<file path="src/rtl/muldiv_unit.sv">
// muldiv_unit: radix-2 iterative multiply/divide unit for the M-extension funct3 ops.
// Define MULDIV_FAST_MUL_EN to compute all multiplies with a single-cycle combinational multiplier.
module muldiv_unit #(
  parameter int XLEN = 32
) (
  input  logic            clk_i,
  input  logic            rst_i,
  input  logic            in_valid_i,
  output logic            in_ready_o,
  input  logic [2:0]      op_i,
  input  logic [XLEN-1:0] opr_1_i,
  input  logic [XLEN-1:0] opr_2_i,
  input  logic            kill_i,
  output logic            out_valid_o,
  input  logic            out_ready_i,
  output logic [XLEN-1:0] result_o
);

  localparam int CW = $clog2(XLEN);
  localparam logic [CW-1:0]   LAST    = CW'(XLEN - 1);
  localparam logic [XLEN-1:0] MIN_NEG = {1'b1, {(XLEN-1){1'b0}}};

  localparam logic [2:0] OP_MUL    = 3'b000;
  localparam logic [2:0] OP_MULH   = 3'b001;
  localparam logic [2:0] OP_MULHSU = 3'b010;
  localparam logic [2:0] OP_MULHU  = 3'b011;
  localparam logic [2:0] OP_DIV    = 3'b100;
  localparam logic [2:0] OP_DIVU   = 3'b101;
  localparam logic [2:0] OP_REM    = 3'b110;

  typedef enum logic [1:0] {IDLE, CALC, FIX, DONE} state_t;

  state_t            state_q, state_d;
  logic              accept;
  logic [2:0]        op_q;
  logic              neg1_q, neg2_q;
  logic [CW-1:0]     cnt_q;
  logic [2*XLEN-1:0] prod_q;
  logic [XLEN-1:0]   opb_q;
  logic [XLEN-1:0]   res_q;

  function automatic logic [XLEN-1:0] neg_if(input logic [XLEN-1:0] v, input logic n);
    return n ? (~v + 1'b1) : v;
  endfunction

  function automatic logic [2*XLEN-1:0] neg2_if(input logic [2*XLEN-1:0] v, input logic n);
    return n ? (~v + 1'b1) : v;
  endfunction

  // Request decode: operand signedness, magnitudes and the special divide cases
  logic            sgn1, sgn2, n1, n2;
  logic            div_zero, div_ovf, direct;
  logic [XLEN-1:0] mag1, mag2, direct_res;

`ifdef MULDIV_FAST_MUL_EN
  logic signed [2*XLEN-1:0] fast_a, fast_b, fast_p;

  always_comb begin
    fast_a = sgn1 ? $signed({{XLEN{opr_1_i[XLEN-1]}}, opr_1_i}) : $signed({{XLEN{1'b0}}, opr_1_i});
    fast_b = sgn2 ? $signed({{XLEN{opr_2_i[XLEN-1]}}, opr_2_i}) : $signed({{XLEN{1'b0}}, opr_2_i});
    fast_p = fast_a * fast_b;
  end
`endif

  always_comb begin
    sgn1     = (op_i == OP_MULH) || (op_i == OP_MULHSU) || (op_i == OP_DIV) || (op_i == OP_REM);
    sgn2     = (op_i == OP_MULH) || (op_i == OP_DIV) || (op_i == OP_REM);
    n1       = sgn1 && opr_1_i[XLEN-1];
    n2       = sgn2 && opr_2_i[XLEN-1];
    mag1     = neg_if(opr_1_i, n1);
    mag2     = neg_if(opr_2_i, n2);
    div_zero = op_i[2] && (opr_2_i == '0);
    div_ovf  = op_i[2] && !op_i[0] && (opr_1_i == MIN_NEG) && (opr_2_i == '1);
    direct     = div_zero || div_ovf;
    direct_res = '0;
    if (div_zero) begin
      direct_res = op_i[1] ? opr_1_i : '1;
    end else if (div_ovf) begin
      direct_res = op_i[1] ? '0 : opr_1_i;
    end
`ifdef MULDIV_FAST_MUL_EN
    if (!op_i[2]) begin
      direct     = 1'b1;
      direct_res = (op_i == OP_MUL) ? fast_p[XLEN-1:0] : fast_p[2*XLEN-1:XLEN];
    end
`endif
  end

  // One radix-2 step: shift-add for multiply, restoring shift-subtract for divide
  logic [XLEN:0]     mul_sum, div_sh;
  logic              div_ge;
  logic [XLEN-1:0]   div_diff;
  logic [2*XLEN-1:0] step_nxt, mul_p;
  logic [XLEN-1:0]   fix_res;

  always_comb begin
    mul_sum  = {1'b0, prod_q[2*XLEN-1:XLEN]} + (prod_q[0] ? {1'b0, opb_q} : '0);
    div_sh   = {prod_q[2*XLEN-1:XLEN], prod_q[XLEN-1]};
    div_ge   = (div_sh >= {1'b0, opb_q});
    div_diff = div_sh[XLEN-1:0] - opb_q;
    if (op_q[2]) begin
      step_nxt = div_ge ? {div_diff, prod_q[XLEN-2:0], 1'b1} : {prod_q[2*XLEN-2:0], 1'b0};
    end else begin
      step_nxt = {mul_sum, prod_q[XLEN-1:1]};
    end
  end

  // Sign correction and result selection once the magnitude loop has finished
  always_comb begin
    mul_p = neg2_if(prod_q, neg1_q ^ neg2_q);
    case (op_q)
      OP_MUL:                      fix_res = mul_p[XLEN-1:0];
      OP_MULH, OP_MULHSU, OP_MULHU: fix_res = mul_p[2*XLEN-1:XLEN];
      OP_DIV, OP_DIVU:             fix_res = neg_if(prod_q[XLEN-1:0], neg1_q ^ neg2_q);
      default:                     fix_res = neg_if(prod_q[2*XLEN-1:XLEN], neg1_q);
    endcase
  end

  always_ff @(posedge clk_i or posedge rst_i) begin
    if (rst_i) begin
      state_q <= IDLE;
    end else begin
      state_q <= state_d;
    end
  end

  always_comb begin
    state_d     = state_q;
    accept      = 1'b0;
    in_ready_o  = (state_q == IDLE);
    out_valid_o = (state_q == DONE);
    result_o    = (state_q == DONE) ? res_q : '0;
    case (state_q)
      IDLE: begin
        if (in_valid_i && !kill_i) begin
          accept  = 1'b1;
          state_d = direct ? DONE : CALC;
        end
      end
      CALC: begin
        if (kill_i) begin
          state_d = IDLE;
        end else if (cnt_q == LAST) begin
          state_d = FIX;
        end
      end
      FIX:     state_d = kill_i ? IDLE : DONE;
      DONE:    if (kill_i || out_ready_i) state_d = IDLE;
      default: state_d = IDLE;
    endcase
  end

  // Datapath: operands are captured on accept and are not needed from the requester afterwards
  always_ff @(posedge clk_i or posedge rst_i) begin
    if (rst_i) begin
      op_q   <= '0;
      neg1_q <= 1'b0;
      neg2_q <= 1'b0;
      cnt_q  <= '0;
      prod_q <= '0;
      opb_q  <= '0;
      res_q  <= '0;
    end else if (accept) begin
      op_q   <= op_i;
      neg1_q <= n1;
      neg2_q <= n2;
      cnt_q  <= '0;
      if (op_i[2]) begin
        prod_q <= {{XLEN{1'b0}}, mag1};
        opb_q  <= mag2;
      end else begin
        prod_q <= {{XLEN{1'b0}}, mag2};
        opb_q  <= mag1;
      end
      if (direct) begin
        res_q <= direct_res;
      end
    end else if (state_q == CALC) begin
      cnt_q  <= cnt_q + 1'b1;
      prod_q <= step_nxt;
    end else if (state_q == FIX) begin
      res_q <= fix_res;
    end
  end

endmodule

</file>
<file path="config.mk">
export PLATFORM = sky130hd
export DESIGN_NAME = muldiv_unit
export DESIGN_NICKNAME = d
export VERILOG_FILES = /design/src/rtl/muldiv_unit.sv
export SDC_FILE = /design/constraint.sdc
export NUM_CORES = 1
export LEC_CHECK = 0
export BUFFER_PORTS_ARGS = -buffer_cell sky130_fd_sc_hd__clkbuf_2
export CAP_MARGIN = 0
export CORE_AREA = 2 2 178 180
export DETAILED_ROUTE_END_ITERATION = 10
export DIE_AREA = 0 0 180 182
export PLACE_DENSITY = 0.63
export SLEW_MARGIN = 25
export SYNTH_ARGS = -nofsm -noshare
export SYNTH_HDL_FRONTEND = slang
export SYNTH_SLANG_ARGS = --single-unit
</file>
<file path="constraint.sdc">
create_clock -name clk_i -period 4.5 [get_ports clk_i]
set_clock_uncertainty 0.2 [all_clocks]
set_input_delay 0.225 -clock clk_i [delete_from_list [all_inputs] [get_ports clk_i]]
set_output_delay 0.225 -clock clk_i [all_outputs]
set_load 0.01 [all_outputs]
</file>
==> reports/results.tsv <==
metric	value	unit
crit_end	prod_q[58]$_DFFE_PP0P_	
yosys-top-cells-count	nand2_1, nor2_1, o21ai_0	
drv_slew	0	
reg2reg_from	prod_q[0]$_DFFE_PP0P_	
syn_inst	2046	
crit_arrival	4.25	ns
overflow	0	
finalCritPeriodShare	91.56	%
clockBufferDepth	2	
initial_utilization	49.28	%
critical_path_depth	12	
drt_iter0_markers	1846	
cts_made_buffers	17	
die_width	180	um
drv_cap	0	
cts.clk_slew.worst_paths	0.07	ns
yosysUniqueCellTypes	95	
root_buffer	clkbuf_16	
cp_max_fo	20	
p_leak	7.304	nW
die_h	182	um
grt_pass1_wl	92340	um
grt-busiest-layer	met2	
syn_avg_cell_area	7.464	sq um
firstDrtPassIters	6	
layout-drive-gt1-share	11.57	%
cts_tree	built	
met2_usage	55.74	%
stdcell_count	2503	
start_kind	register	
crit_required	4.63	ns
gr-usage-all-layers	36.63	%
drc	0	
yosysTopAreaCell	dfrtp_1	
period_minus_slack	4.120	ns
async_reset_ff_share	100.0	%
hp-class	input pin to register	
die-area	32760	sq um
antenna_found_initial	3	
viasPerCell	6.567	
cts_setup_buffers	0	
area_delta_synth_final	10.65	%
synth.ff_latch_count	140	
netlist_area	15270	sq um
rsz0062_at_grt	no	
io_pins	106	
gr-usage-met1	51.38	%
cp.buffers_inverters	2	
num_rows	65	
endpoint_kind	register	
ys_seq_area_share	22.94	%
met3_usage	6.699	%
crit_start	prod_q[0]$_DFFE_PP0P_	
clock_latency	0.44	ns
h-tree-depth	4	
netlist_top_cells_area	dfrtp_1, o21ai_0, ha_1	
critical_path_class	register to register	
finalSetupViolCount	0	
worst-r2r-setup-slack	0.38	ns
critical_path.cell_chain	inv_1 -> buf_4 -> nor2_1 -> ha_1 -> nand2_1 -> a211o_1 -> o211ai_1 -> o2111ai_2 -> o31ai_1 -> a32oi_1 -> a32o_1 -> a311o_1	
fillCellCount	3070	
status	completed	
clock-sinks	140	
syn_nets	2191	
final-hold-violation-count	0	
ys_warn_count	0	
tns	0	ns
fin_nets	2233	
grt_max_degree	101	
grt_pass1_vias	14840	
portBuffers	105	
gp_congestion	0.9493	
critical_path.slowest_cell	o31ai_1	
vias	16440	
routedWlPerCell	24.34	um
slowest_delay	0.55	ns
placed_cells	2453	
synth_edf_count	0	
ant_nets	0	
slew_headroom	29.96	%
final_util	54.53	%
fmax	242.7	MHz
yosysMostFrequentCell	nand2_1	
yosysTopAreaCellShare	22.94	%
ir_worst_vdd	0.0003569	V
drt-total-wl	60920	um
tightest_slew	1.045	ns
core_area	30990	sq um
ys.flop_type	dfrtp_1	
hpwl	46970	um
crit_family	compound AO/OA/AOI/OAI gates	
r2r_end	prod_q[58]$_DFFE_PP0P_	
powerDensity	592.7	nW/um^2
r2r_cells	12	
==> kinds of logic after synthesis <==
logic type,count (synthesis),share of synthesized area [%]
muxes,62,4.080
AOI/OAI and AO/OA,680,28.53
and+or+nand+nor,700,22.63
DFF,140,22.94
buffers and inverters,215,5.645
xor gates and xnor gates,176,10.09
adders and majority gates,73,6.079
==> metal layers <==
metal  part of all wire (%)  wire length, um
met3                    8.2             5013
met4                    4.0             2467
met5                  0.018               11
met1                     44            26690
met2                     44            26740
==> report_power, final <==
group	total, mW	internal, mW	leakage, nW	switching [mW]
clock network	1.46	0.844	0.280	0.617
registers	2.33	1.61	1.73	0.720
logic	6.22	2.48	5.29	3.74
==> worst min-delay path by stage <==
stage	to	from	cells past startpoint	slack, ns
6_report	opb_q[0]$_DFFE_PP0P_	opr_2_i[0]	3	0.005
5_1_grt	opb_q[0]$_DFFE_PP0P_	opr_2_i[0]	3	0.03
4_1_cts	res_q[28]$_DFFE_PP0P_	opr_1_i[28]	3	0.006
3_5_place_dp	prod_q[59]$_DFFE_PP0P_	rst_i	2	0.22
3_3_place_gp	prod_q[59]$_DFFE_PP0P_	rst_i	2	0.21
2_1_floorplan	op_q[0]$_DFFE_PP0P_	op_i[0]	2	0.13
==> per-stage QoR <==
stage	setup WS [ns]	instance area [sq um]	hold slack (ns)	power, mW
finish	0.3796	16900	0.005476	10.01
global route	0.04798	16900	0.02659	10.69
CTS	0.4457	16890	0.006384	9.873
detailed placement	0.4527	16140	0.2191	8.377
global placement	0.5336	16140	0.2115	8.320
floorplan	0.3221	15270	0.1304	6.526
==> sequential cells by signal, indices dropped and copies added (netlist names) <==
signal / flops
cnt_q: 5
op_q: 3
state_q: 2
neg2_q: 1
neg1_q: 1
opb_q: 32
res_q: 32
prod_q: 64
==> cell usage in the layout (no fill, tap or decap), types with 47 or more instances in the layout <==
cell and count:
mux2i_1 60, xnor2_1 89, clkbuf_2 104, o21ai_0 185
o211ai_1 61, nor2_1 191, o31ai_1 47, ha_1 71
inv_1 61, nand2_1 217, buf_4 52, xor2_1 85
nor3_1 48, a21oi_1 167, dfrtp_1 139
==> cell type report <==
class | instances | area [sq um] | area share (%)
Tap cell | 402 | 503.0 | 2.977
Sequential cell | 140 | 3505 | 20.74
Timing Repair Buffer | 176 | 1131 | 6.694
Clock inverter | 10 | 116.4 | 0.6886
Clock buffer | 21 | 460.4 | 2.725
Inverter | 62 | 237.7 | 1.407
Multi-Input combinational cell | 1691 | 10940 | 64.75
Antenna cell | 1 | 2.502 | 0.01481
==> worst min-delay path, delay by kind of cell <==
family | cells | cell delay [ns]
buffers and inverters | 1 | 0.14
multiplexers | 1 | 0.14
AO/OA/AOI/OAI | 1 | 0.08
==> timing repair <==
action | in CTS | in global routing
endpoints found under the setup margin | 0 | 0
gates resized for setup | 0 | 0
endpoints found under the hold margin | 94 | 0
hold buffers | 18 | 0
Note: power is estimated with default switching activity, not from simulation.
